## config.mk

```make
export PLATFORM = sky130hd
export DESIGN_NAME = fetch_sequencer
export DESIGN_NICKNAME = d
export VERILOG_FILES = /design/src/rtl/fetch_sequencer.sv
export SDC_FILE = /design/constraint.sdc
export NUM_CORES = 1
export LEC_CHECK = 0
export CORE_MARGIN = 2
export CORE_UTILIZATION = 45
export CTS_CLUSTER_DIAMETER = 80
export DETAILED_ROUTE_END_ITERATION = 10
export GPL_TIMING_DRIVEN = 1
export HOLD_SLACK_MARGIN = 0.15
export PLACE_DENSITY = 0.84
export SETUP_SLACK_MARGIN = 0.4
export SLEW_MARGIN = 30
export SYNTH_ARGS = -nofsm -noshare
export SYNTH_HDL_FRONTEND = slang
export SYNTH_SLANG_ARGS = --single-unit
export TNS_END_PERCENT = 1
```

## constraint.sdc

```tcl
create_clock -name clk -period 9.8 [get_ports clk]
set_input_delay 0.98 -clock clk [delete_from_list [all_inputs] [get_ports clk]]
set_output_delay 0.98 -clock clk [all_outputs]
set_load 0.02 [all_outputs]
```

## src/rtl/fetch_sequencer.sv

```systemverilog
// rtl/fetch_sequencer.sv - PC owner and instruction fetch sequencer for the RISC-V core
module fetch_sequencer #(
    parameter logic [31:0] RESET_VECTOR = 32'h0000_0000,
    parameter logic [31:0] TRAP_VECTOR  = 32'h0000_0100
) (
    input  logic        clk,
    input  logic        rst,
    output logic        imem_req,
    output logic [31:0] imem_addr,
    input  logic        imem_ready,
    input  logic [31:0] imem_rdata,
    output logic        instr_valid,
    output logic [31:0] instr,
    output logic [31:0] instr_pc,
    input  logic        instr_ack,
    input  logic        redirect_valid,
    input  logic [31:0] redirect_target,
    input  logic        halt,
    input  logic        resume,
    output logic [31:0] pc,
    output logic        trap,
    output logic        halted
);

    localparam logic [1:0] S_BOOT   = 2'd0;
    localparam logic [1:0] S_FETCH  = 2'd1;
    localparam logic [1:0] S_ISSUE  = 2'd2;
    localparam logic [1:0] S_HALTED = 2'd3;

    logic [1:0]  state_q, state_d;
    logic [31:0] pc_q, pc_d;
    logic [31:0] instr_q, instr_d;
    logic [31:0] instr_pc_q, instr_pc_d;
    logic [31:0] tgt_q, tgt_d;
    logic        squash_q, squash_d;
    logic        trap_q, trap_d;
    logic        take;
    logic [31:0] take_tgt;

    always_comb begin
        state_d    = state_q;
        pc_d       = pc_q;
        instr_d    = instr_q;
        instr_pc_d = instr_pc_q;
        tgt_d      = tgt_q;
        squash_d   = squash_q;
        trap_d     = 1'b0;
        take       = 1'b0;
        take_tgt   = redirect_target;
        case (state_q)
            S_BOOT: state_d = halt ? S_HALTED : S_FETCH;
            S_FETCH: begin
                if (imem_ready) begin
                    squash_d = 1'b0;
                    if (redirect_valid) begin
                        take = 1'b1;
                    end else if (squash_q) begin
                        take     = 1'b1;
                        take_tgt = tgt_q;
                    end else begin
                        instr_d    = imem_rdata;
                        instr_pc_d = pc_q;
                        state_d    = S_ISSUE;
                    end
                end else if (redirect_valid) begin
                    // Request stays on the bus; the redirect is applied once it returns
                    squash_d = 1'b1;
                    tgt_d    = redirect_target;
                end
            end
            S_ISSUE: begin
                if (instr_ack) begin
                    if (redirect_valid) take = 1'b1;
                    else                pc_d = pc_q + 32'd4;
                    state_d = halt ? S_HALTED : S_FETCH;
                end else if (redirect_valid) begin
                    take    = 1'b1;
                    state_d = S_FETCH;
                end
            end
            default: begin
                if (redirect_valid) take = 1'b1;
                if (resume && !halt) state_d = S_FETCH;
            end
        endcase
        if (take) begin
            if (take_tgt[1:0] != 2'b00) begin
                pc_d   = TRAP_VECTOR;
                trap_d = 1'b1;
            end else begin
                pc_d = take_tgt;
            end
        end
    end

    always_ff @(posedge clk or posedge rst) begin
        if (rst) begin
            state_q    <= S_BOOT;
            pc_q       <= RESET_VECTOR;
            instr_q    <= 32'd0;
            instr_pc_q <= 32'd0;
            tgt_q      <= 32'd0;
            squash_q   <= 1'b0;
            trap_q     <= 1'b0;
        end else begin
            state_q    <= state_d;
            pc_q       <= pc_d;
            instr_q    <= instr_d;
            instr_pc_q <= instr_pc_d;
            tgt_q      <= tgt_d;
            squash_q   <= squash_d;
            trap_q     <= trap_d;
        end
    end

    // Decoded straight from the async-reset state so reset drops them immediately
    assign imem_req    = (state_q == S_FETCH);
    assign imem_addr   = pc_q;
    assign instr_valid = (state_q == S_ISSUE);
    assign instr       = instr_q;
    assign instr_pc    = instr_pc_q;
    assign pc          = pc_q;
    assign trap        = trap_q;
    assign halted      = (state_q == S_HALTED);

endmodule
```

# Yosys cells after proc, flatten, opt, wreduce, memory -nomap -nowiden
# Index checks and enable logic that the tools add are counted.
# totals
in_bits	71
regBits	132
# op_classes
n_addsub	1
mux	26
reduce_logical	13
bitwise	3
eq_ne	8
# ops
op	n
32-bit 2-to-1 mux	9
32-bit by 3-bit adder with 32-bit output, second input constant	1
2-bit 2-to-1 mux	7
1-bit 2-to-1 mux	8
2-bit nonzero test	4
2-bit case mux with 3 select lines	1
3-bit AND reduction	2
5-bit AND reduction	1
2-bit equality test, second input constant	2
2-bit by 1-bit inequality test with 1-bit output, second input constant	2
2-bit inequality test, second input constant	2
4-bit AND reduction	1
4-bit nonzero test	1
3-bit by 1-bit inequality test with 1-bit output, second input constant	1
1-bit inverter	3
2-bit by 1-bit equality test with 1-bit output, second input constant	1
2-bit zero test	1
1-bit case mux with 2 select lines	1
2-bit AND reduction	1
1-bit logical AND	1
1-bit zero test	1

# Longest topological paths before layout
# Gate-level depths: netlist of run 1.
# depth
ltp_word	7
depth_mapped	9
ltp_nobuf	7

# Least setup slack after synthesis of run 1
# No wires, ideal clock.
# synth_path
kind	in2reg
from	input port redirect_valid
to	register pc_q[29] (netlist: imem_addr[29])
cell_stages	7
t_arrival_ps	2423
setup_slack_ps	7240
n_path_buf	2
path_cell_list	buf_6 > nand3b_4 > or4_4 > buf_6 > nor4_1 > xnor2_1 > a21oi_1
# synth_via
elab_chain_cells	6
word_cells_on_any_way	14
classes_between	eq/ne (1); mux (9); reduce/logical (4)
# synth_lines
element	line_no	rtl
start, declared	16	input logic redirect_valid,
branches (longest 6 deep; another with 3-bit AND reduction)	n/a	
end signal, assigned	107	pc_q <= pc_d;
end, declared	31	logic [31:0] pc_q, pc_d;
# Parallel ways; which one is timed is not known.
# A chain may end at the register's enable or synchronous reset.

# Worst setup path in the final report of run 1
# layout_path
from	register state_q[1]
to	output port imem_req
# layout_via
elab_chain_cells	1
# layout_lines
element	line_no	rtl
start, declared	30	logic [1:0] state_q, state_d;
start signal, assigned	106	state_q <= state_d;
2-bit by 1-bit equality test with 1-bit output	117	assign imem_req = (state_q == S_FETCH);
end, declared	8	output logic imem_req,
# Every way passes these cells.

==> results of run 1 <==
-- layer usage --
layer,wire (um),up-vias,share of wire (%)
li1,-,2164,-
met1,6480,2401,43
met2,7550,180,50
met3,1000,18,6.6
met4,201,0,1.3
met5,0,-,0
-- final cells by class --
class | instances | area, um^2 | area share, %
Clock buffer | 23 | 488 | 5.54
Clock inverter | 9 | 101 | 1.15
Inverter | 8 | 35.0 | 0.398
Multi-Input combinational cell | 308 | 2580 | 29.3
Sequential cell | 132 | 3300 | 37.5
Tap cell | 180 | 225 | 2.56
Timing Repair Buffer | 208 | 2070 | 23.5
-- report_power, final --
| group | internal [uW] | switching [uW] | total, uW | leakage (uW) |
|---|---|---|---|---|
| sequential | 813 | 238 | 1050 | 0.00159 |
| clock | 399 | 224 | 623 | 0.000293 |
| combinational | 747 | 712 | 1460 | 0.00173 |
| total | 1960 | 1170 | 3130 | 0.00361 |
-- flip-flops by register name, summed over array words and instances, names as in the netlist --
register and cells:
imem_addr 32, instr 32, instr_pc 32, squash_q 1
state_q 2, tgt_q 32, trap 1
-- cell usage in the layout (no fill, tap or decap), types with 2 or more instances in the layout --
cell	n
a21oi_1	30
a311oi_1	29
and2_1	2
and3_1	32
and4_1	2
buf_4	5
bufinv_16	2
clkbuf_1	2
clkbuf_16	17
clkbuf_8	4
clkdlybuf4s50_1	202
clkinv_2	5
dfrtp_1	132
ha_1	6
inv_1	7
mux2_2	96
nand2_1	12
nand3_1	8
nand3_2	2
nand4_1	2
nor2_1	9
nor2b_1	2
nor3_1	7
nor4_1	7
nor4_2	4
o21ai_0	5
or3_1	3
xnor2_1	23
xor2_1	5
-- cell families after synthesis --
family,Yosys count
fa+ha+maj,6
buf+inv,73
xor+xnor,28
mux,97
flops,132
compound gates,73
simple gates,104
-- worst max-delay path by stage --
stage | from | endpoint | cells past startpoint
after floorplan | rst | imem_addr[0] | 1
after global placement | redirect_valid | imem_addr[26] | 6
after detailed placement | redirect_valid | instr[18] | 5
after CTS | state_q[1] | imem_req | 3
after global routing | state_q[1] | imem_req | 3
final | state_q[1] | imem_req | 3
-- stage by stage --
| stage | total power (uW) | utilization [%] |
|---|---|---|
| 6_report | 3130 | 63.9 |
| 5_1_grt | 3310 | 63.9 |
| 4_1_cts | 3160 | 63.9 |
| 3_5_place_dp | 2530 | 59.6 |
| 3_3_place_gp | 2470 | 59.6 |
| 2_1_floorplan | 1900 | - |
==> results.yml, run 1 <==
hold_path:
  holdPathStages: 1
  min_from: "instr[20]"
  hold_class: "flip-flop to flip-flop"
  whs_endpoint: "instr[20]"
critical_path:
  crit_path_max_incr_delay_ns: 0.67
  crit_type: "flip-flop to output port"
  worst-path-buf-inv: 2
  crit_path_top_delay_cell: "clkdlybuf4s50_1"
  cp_cell_sequence: "inv_1 -> ha_1 -> clkdlybuf4s50_1"
  r2r-end: "imem_addr[19]"
  cp.arrival_ns: 2.01
  rrSetupSlack_ns: 7.21
  required_ns: 8.82
  cp-end-kind: "output port"
  startpoint_type: "flip-flop"
  path_max_fanout: 11
  ff2ff_path_depth: 7
  rr_startpoint: "state_q[1]"
  cp_top_family: "buffers and inverters"
placement:
  dp_hpwl_um: 10800
  pre_cts_ws_ns: 6.45
  placed_cell_area_um2: 8210
  dp_cells: 836
  place_congestion: 0.835
  port-buffer-count: 202
logic_synthesis:
  seq_area_frac_synth_pct: 52.6
  synth_flop_cell: "dfrtp_1"
  yosys-top-cells-area: "dfrtp_1, mux2_2, a311oi_1"
  synth_common_cells: "dfrtp_1, mux2_2, and3_1, buf_4, a21oi_1"
  yosysMostFrequentCell: "dfrtp_1"
  synth_top_family_by_area: "multiplexers"
  syn_area_um2: 6280
  synth-edff-count: 0
  ys_ff_latch: 132
  synth_area_per_cell_um2: 12.2
  synth-async-reset-ratio_pct: 100
  synth_top_area_share_pct: 52.6
  syn-num-nets: 590
  netlist_instances: 513
  synth.mux.area_fraction_pct: 17.4
  yosys.area_share.simple_pct: 10.4
  synth_xor_area_share_pct: 3.90
  synth_top_area_cell: "dfrtp_1"
  synth_compound_area_share_pct: 7.93
  synth_cell_type_count: 46
  yosysWarnings: 0
  synth-adder-area-share_pct: 1.19
global_routing:
  grt-ovfl-total: 0
  grt_pass1_vias: 4760
  use_met3_pct: 4.78
  busiest_layer: "met2"
  use_met1_pct: 26.8
  antenna_found_initial: 0
  grt_pass1_wl_um: 24100
  grt_max_degree: 77
  met2_usage_pct: 34.2
  gr-usage-all-layers_pct: 20.8
timing:
  fmax_ghz: 0.335
  setup_viol: 0
  tightest_slew_ns: 0.837
  period_share_pct: 30.5
  max_slew_margin_pct: 44.2
  rsz0062_at_grt: "false"
  skew_ns: 0.0100
  fin_crit_ns: 2.99
  hold_viol_final: 0
  worst_slack_ns: 6.81
  timing.setup.tns_ns: 0
  slew_viol_final: 0
  hold_slack_ns: 0.504
floorplanning:
  core_area_um2: 13800
  fp.dieH_um: 122
  die-area_um2: 14900
  row_count: 43
  initial_core_util_pct: 45.6
  die_w_um: 122
  ios: 203
power_and_ir_drop:
  power_density_nw_per_um2: 356
  p_leak_uw: 0.00361
  ir_drop_mv: 0.187
drt:
  wl_per_cell_um: 17.6
  via_per_inst: 5.49
  drt-total-wl_um: 15200
  drtPass1Iterations: 4
  vias: 4763
  drc_errors: 0
  first_iter_violations: 242
  drtAntennaViolNets: 0
clock_network:
  htree_levels: 4
  clockBufferDepth: 2
  cts_made_buffers: 17
  postCtsResizedCells: 0
  cts_root_buf: "clkbuf_16"
  cts_hold_buf: 0
  clock-sinks: 132
  cts_tree: "done"
  post_cts_buffers: 0
  clkTransAtPathRegs_ns: 0.05
  clock_latency_ns: 0.41
layout:
  fin_area_um2: 8810
  drive_above_1_share_pct: 21.5
  nets: 752
  syn2layout_area_growth_pct: 40.2
  final.fill_count: 1055
  layout.cells.non_filler: 868
  n_antenna_cell: 0
flow_run:
  cap_viol_max_count: 0
status:
  outcome: "finished clean"
No activity file was read; power rests on OpenSTA's default activity.
==> run 2: changes to the inputs <==
Settings changed: CORE_UTILIZATION 45 to 42, PLACE_DENSITY 0.84 to 0.83.
Clock period 9.8 ns to 2.6 ns, I/O delays scaled along.
==> results.yml, run 2 (same netlist as run 1, synthesis figures left out) <==
status:
  outcome: "finished clean"
drt:
  drtAntennaViolNets: 0
  drc_errors: 0
  vias: 4835
  drtPass1Iterations: 4
  wl_per_cell_um: 18.2
  first_iter_violations: 327
  drt-total-wl_um: 16200
  via_per_inst: 5.43
floorplanning:
  initial_core_util_pct: 43.1
  row_count: 44
  die-area_um2: 16000
  die_w_um: 126
  fp.dieH_um: 126
  ios: 203
  core_area_um2: 14600
layout:
  final.fill_count: 1123
  syn2layout_area_growth_pct: 43.6
  drive_above_1_share_pct: 24.4
  n_antenna_cell: 0
  final_cell_mix: "clkdlybuf4s50_1, dfrtp_1, mux2_2"
  nets: 770
  layout.cells.non_filler: 890
  final_common_cell: "clkdlybuf4s50_1"
  final_util_pct: 61.8
clock_network:
  cts_root_buf: "clkbuf_16"
  htree_levels: 4
  cts_made_buffers: 17
  clockBufferDepth: 2
  cts_tree: "done"
  clock_latency_ns: 0.42
  clkTransAtPathRegs_ns: 0.06
  cts_hold_buf: 0
  clock-sinks: 132
critical_path:
  cp_cell_sequence: "inv_1 -> ha_4 -> nand3b_4 -> or4_4 -> nor4_2 -> xnor2_1 -> a21oi_1"
  crit_path_top_delay_cell: "or4_4"
  required_ns: 2.90
  path_max_fanout: 7
  cp-end-kind: "flip-flop"
  crit_type: "flip-flop to flip-flop"
  startpoint_type: "flip-flop"
  rrSetupSlack_ns: 0.41
  crit_path_max_incr_delay_ns: 0.59
  cp.arrival_ns: 2.49
timing:
  period_share_pct: 84.1
  skew_ns: 0.00946
  tightest_slew_ns: 0.668
  fin_crit_ns: 2.19
  rsz0062_at_grt: "true"
  slew_viol_final: 0
  max_slew_margin_pct: 55.4
  fmax_ghz: 0.457
  worst_slack_ns: 0.413
  hold_viol_final: 0
  timing.setup.tns_ns: 0
  setup_viol: 0
  hold_slack_ns: 0.261
global_routing:
  antenna_found_initial: 0
  gr-usage-all-layers_pct: 20.5
  grt_pass1_vias: 4945
  grt_pass1_wl_um: 26000
  grt-ovfl-total: 0
  grt_max_degree: 63
flow_run:
  cap_viol_max_count: 0
power_and_ir_drop:
  power_density_nw_per_um2: 1330
  p_leak_uw: 0.00373
  ir_drop_mv: 0.702
placement:
  place_congestion: 0.802
  port-buffer-count: 202
  pre_cts_ws_ns: 0.220
  dp_cells: 857
  dp_hpwl_um: 11600
hold_path:
  hold_class: "input pin to async pin"
==> run 2: final timing paths <==
path	startpoint	endpoint	cells past startpoint
max in group asynchronous	rst	instr[7]	3
min	rst	imem_addr[15]	2
max reg2reg	state_q[0]	imem_addr[29]	7
min in group clk	imem_rdata[28]	instr[28]	2
max	state_q[0]	imem_addr[29]	7
min reg2reg	instr_pc[12]	instr_pc[12]	1
==> run 2: repair_timing <==
action | in CTS | in global routing
setup buffers | 1 | 0
hold endpoints to repair | 0 | 0
endpoints found under the setup margin | 12 | 29
pin swaps | 1 | 2
gates resized for setup | 8 | 2
==> run 2: where the power goes <==
| part | switching [uW] | leakage [uW] | internal [uW] | total (uW) |
|---|---|---|---|---|
| clock network | 884 | 0.000284 | 1450 | 2340 |
| logic | 2770 | 0.00186 | 2920 | 5690 |
| registers | 871 | 0.00159 | 3060 | 3930 |
==> run 2: layer usage <==
layer / vias up / global-route usage [%] / share of wire [%]
li1: 2199 / - / -
met1: 2429 / 25.3 / 42
met2: 189 / 35.5 / 51
met3: 18 / 5.69 / 5.8
met4: 0 / 5.62 / 1.2
met5: - / 0 / 0
==> run 2: final cells by class <==
class                   count  area [um^2]  share of cell area (%)
flip-flops and latches    132         3300                    36.6
multi-input cells         308         2630                    29.1
repair buffers            226         2240                    24.8
inverters                   8         33.8                   0.375
clock buffers              19          453                    5.02
clock inverters            13          134                    1.48
well taps                 184          230                    2.55
==> run 2: critical path: cells and delay by family (launching register included) <==
family	cells	cell delay, ns
xor+xnor	1	0.16
buf+inv	1	0.15
flops	1	0.43
fa+ha+maj	1	0.20
compound gates	1	0.08
simple gates	3	1.04
==> run 2: stage by stage <==
stage,power (uW),cell area [um^2]
after detailed placement,9690,8380
after global routing,12600,9020
after floorplan,7150,6290
after CTS,12100,9010
final,12000,9020
after global placement,9480,8380
==> run 3: changes to the inputs <==
Settings changed: CORE_UTILIZATION 42 to 45, PLACE_DENSITY 0.83 to 0.84.
Clock period 2.6 ns to 2.19 ns, I/O delays scaled along.
==> results.yml, run 3 (same netlist as run 1, synthesis figures left out) <==
clock_network:
  cts_tree: "done"
  htree_levels: 4
  cts_made_buffers: 17
  clkTransAtPathRegs_ns: 0.05
  clockBufferDepth: 2
  clock_latency_ns: 0.41
  clock-sinks: 132
  cts_hold_buf: 0
  cts_root_buf: "clkbuf_16"
global_routing:
  antenna_found_initial: 0
  grt-ovfl-total: 0
  gr-usage-all-layers_pct: 22.6
  grt_pass1_vias: 5114
  grt_pass1_wl_um: 25800
  grt_max_degree: 58
timing:
  rsz0062_at_grt: "true"
  fmax_ghz: 0.499
  worst_slack_ns: 0.187
  slew_viol_final: 0
  period_share_pct: 91.5
  tightest_slew_ns: 0.686
  max_slew_margin_pct: 54.2
  timing.setup.tns_ns: 0
  fin_crit_ns: 2.00
  hold_slack_ns: 0.223
  setup_viol: 0
  skew_ns: 0.00702
  hold_viol_final: 0
drt:
  drtPass1Iterations: 5
  wl_per_cell_um: 18.3
  drtAntennaViolNets: 0
  vias: 4974
  drc_errors: 0
  via_per_inst: 5.45
  drt-total-wl_um: 16700
  first_iter_violations: 381
status:
  outcome: "finished clean"
power_and_ir_drop:
  p_leak_uw: 0.00395
  ir_drop_mv: 0.614
  power_density_nw_per_um2: 1570
floorplanning:
  ios: 203
  row_count: 43
  core_area_um2: 13800
  fp.dieH_um: 122
  die_w_um: 122
  initial_core_util_pct: 45.6
  die-area_um2: 14900
critical_path:
  worst-path-buf-inv: 1
  cp_cell_sequence: "inv_2 -> ha_4 -> nand3b_4 -> or4_4 -> nor4b_4 -> xnor2_1 -> a21oi_1"
  path_max_fanout: 6
  ff2ff_path_depth: 7
  cp.arrival_ns: 2.29
  cp_top_family: "simple AND/OR/NAND/NOR gates"
  cp-end-kind: "flip-flop"
  crit_path_top_delay_cell: "or4_4"
  required_ns: 2.48
  rrSetupSlack_ns: 0.19
  startpoint_type: "flip-flop"
  crit_path_max_incr_delay_ns: 0.60
  crit_type: "flip-flop to flip-flop"
  crit_cells: 7
layout:
  fin_area_um2: 9380
  final_common_cell: "clkdlybuf4s50_1"
  final.fill_count: 995
  n_antenna_cell: 0
  syn2layout_area_growth_pct: 49.3
  regArea_um2: 3310
  drive_above_1_share_pct: 28.6
  multi_input_area_um2: 2710
  final_cell_mix: "clkdlybuf4s50_1, dfrtp_1, mux2_2"
  nets: 799
placement:
  place_congestion: 0.850
  port-buffer-count: 202
  pre_cts_ws_ns: -0.109
  dp_hpwl_um: 12100
  placed_cell_area_um2: 8680
hold_path:
  hold_class: "input pin to async pin"
flow_run:
  cap_viol_max_count: 0
[run 3: cell count changes in the layout (fill, tap and decap cells not counted), sizes merged]
cell / previous run / this run
clkinvlp: 4 / 1
clkbuf: 19 / 26
buf: 24 / 53
clkinv: 8 / 2
[run 3: worst reg2reg max path, stage by stage, from the launching register on]
cell      delay (ns)
dfrtp_1         0.38
inv_2           0.08
ha_4            0.19
nand3b_4        0.08
or4_4           0.60
nor4b_4         0.30
xnor2_1         0.16
a21oi_1         0.09
[run 3: per-stage QoR]
step                cells  util [%]  total power [uW]
CTS                   913      67.7             14700
finish                913      68.1             14700
global route          913      68.1             15500
detailed placement    881      63.1             11900
floorplan             513         -              8520
global placement      881      63.1             11600
[run 3: report_power, final]
group / total [uW] / switching (uW) / internal, uW
sequential: 4550 / 906 / 3650
combinational: 7350 / 3600 / 3750
clock: 2800 / 955 / 1840
[run 3: final timing paths]
kind,startpoint,end
min in group clk,imem_rdata[2],instr[2]
max in group asynchronous,rst,state_q[1]
worst min register to register,instr[5],instr[5]
worst max register to register,state_q[0],imem_addr[27]
worst max-delay path,state_q[0],imem_addr[27]
worst min-delay path,rst,instr_pc[14]
[run 3: repair_timing]
action                                  in CTS  in global routing
endpoints found under the setup margin     112                165
resized for setup                            9                  9
setup buffers                                2                  0
cloned                                       0                  0
hold endpoints to repair                     0                  0
pin swaps                                    2                  3
[run 3: area by class of cell]
| cell class | count | area share, % |
|---|---|---|
| Multi-Input combinational cell | 308 | 28.9 |
| Tap cell | 180 | 2.40 |
| Sequential cell | 132 | 35.2 |
| Clock buffer | 26 | 5.53 |
| Clock inverter | 4 | 0.747 |
| Inverter | 8 | 0.360 |
| Timing Repair Buffer | 255 | 26.8 |
[run 3: routing by layer]
| layer | part of all wire (%) | GRT usage [%] | wire [um] |
|---|---|---|---|
| met3 | 6.2 | 4.45 | 1030 |
| met2 | 51 | 39.4 | 8540 |
| met4 | 2.3 | 9.27 | 385 |
| met1 | 40 | 27.4 | 6740 |
| met5 | 0 | 0 | 0 |
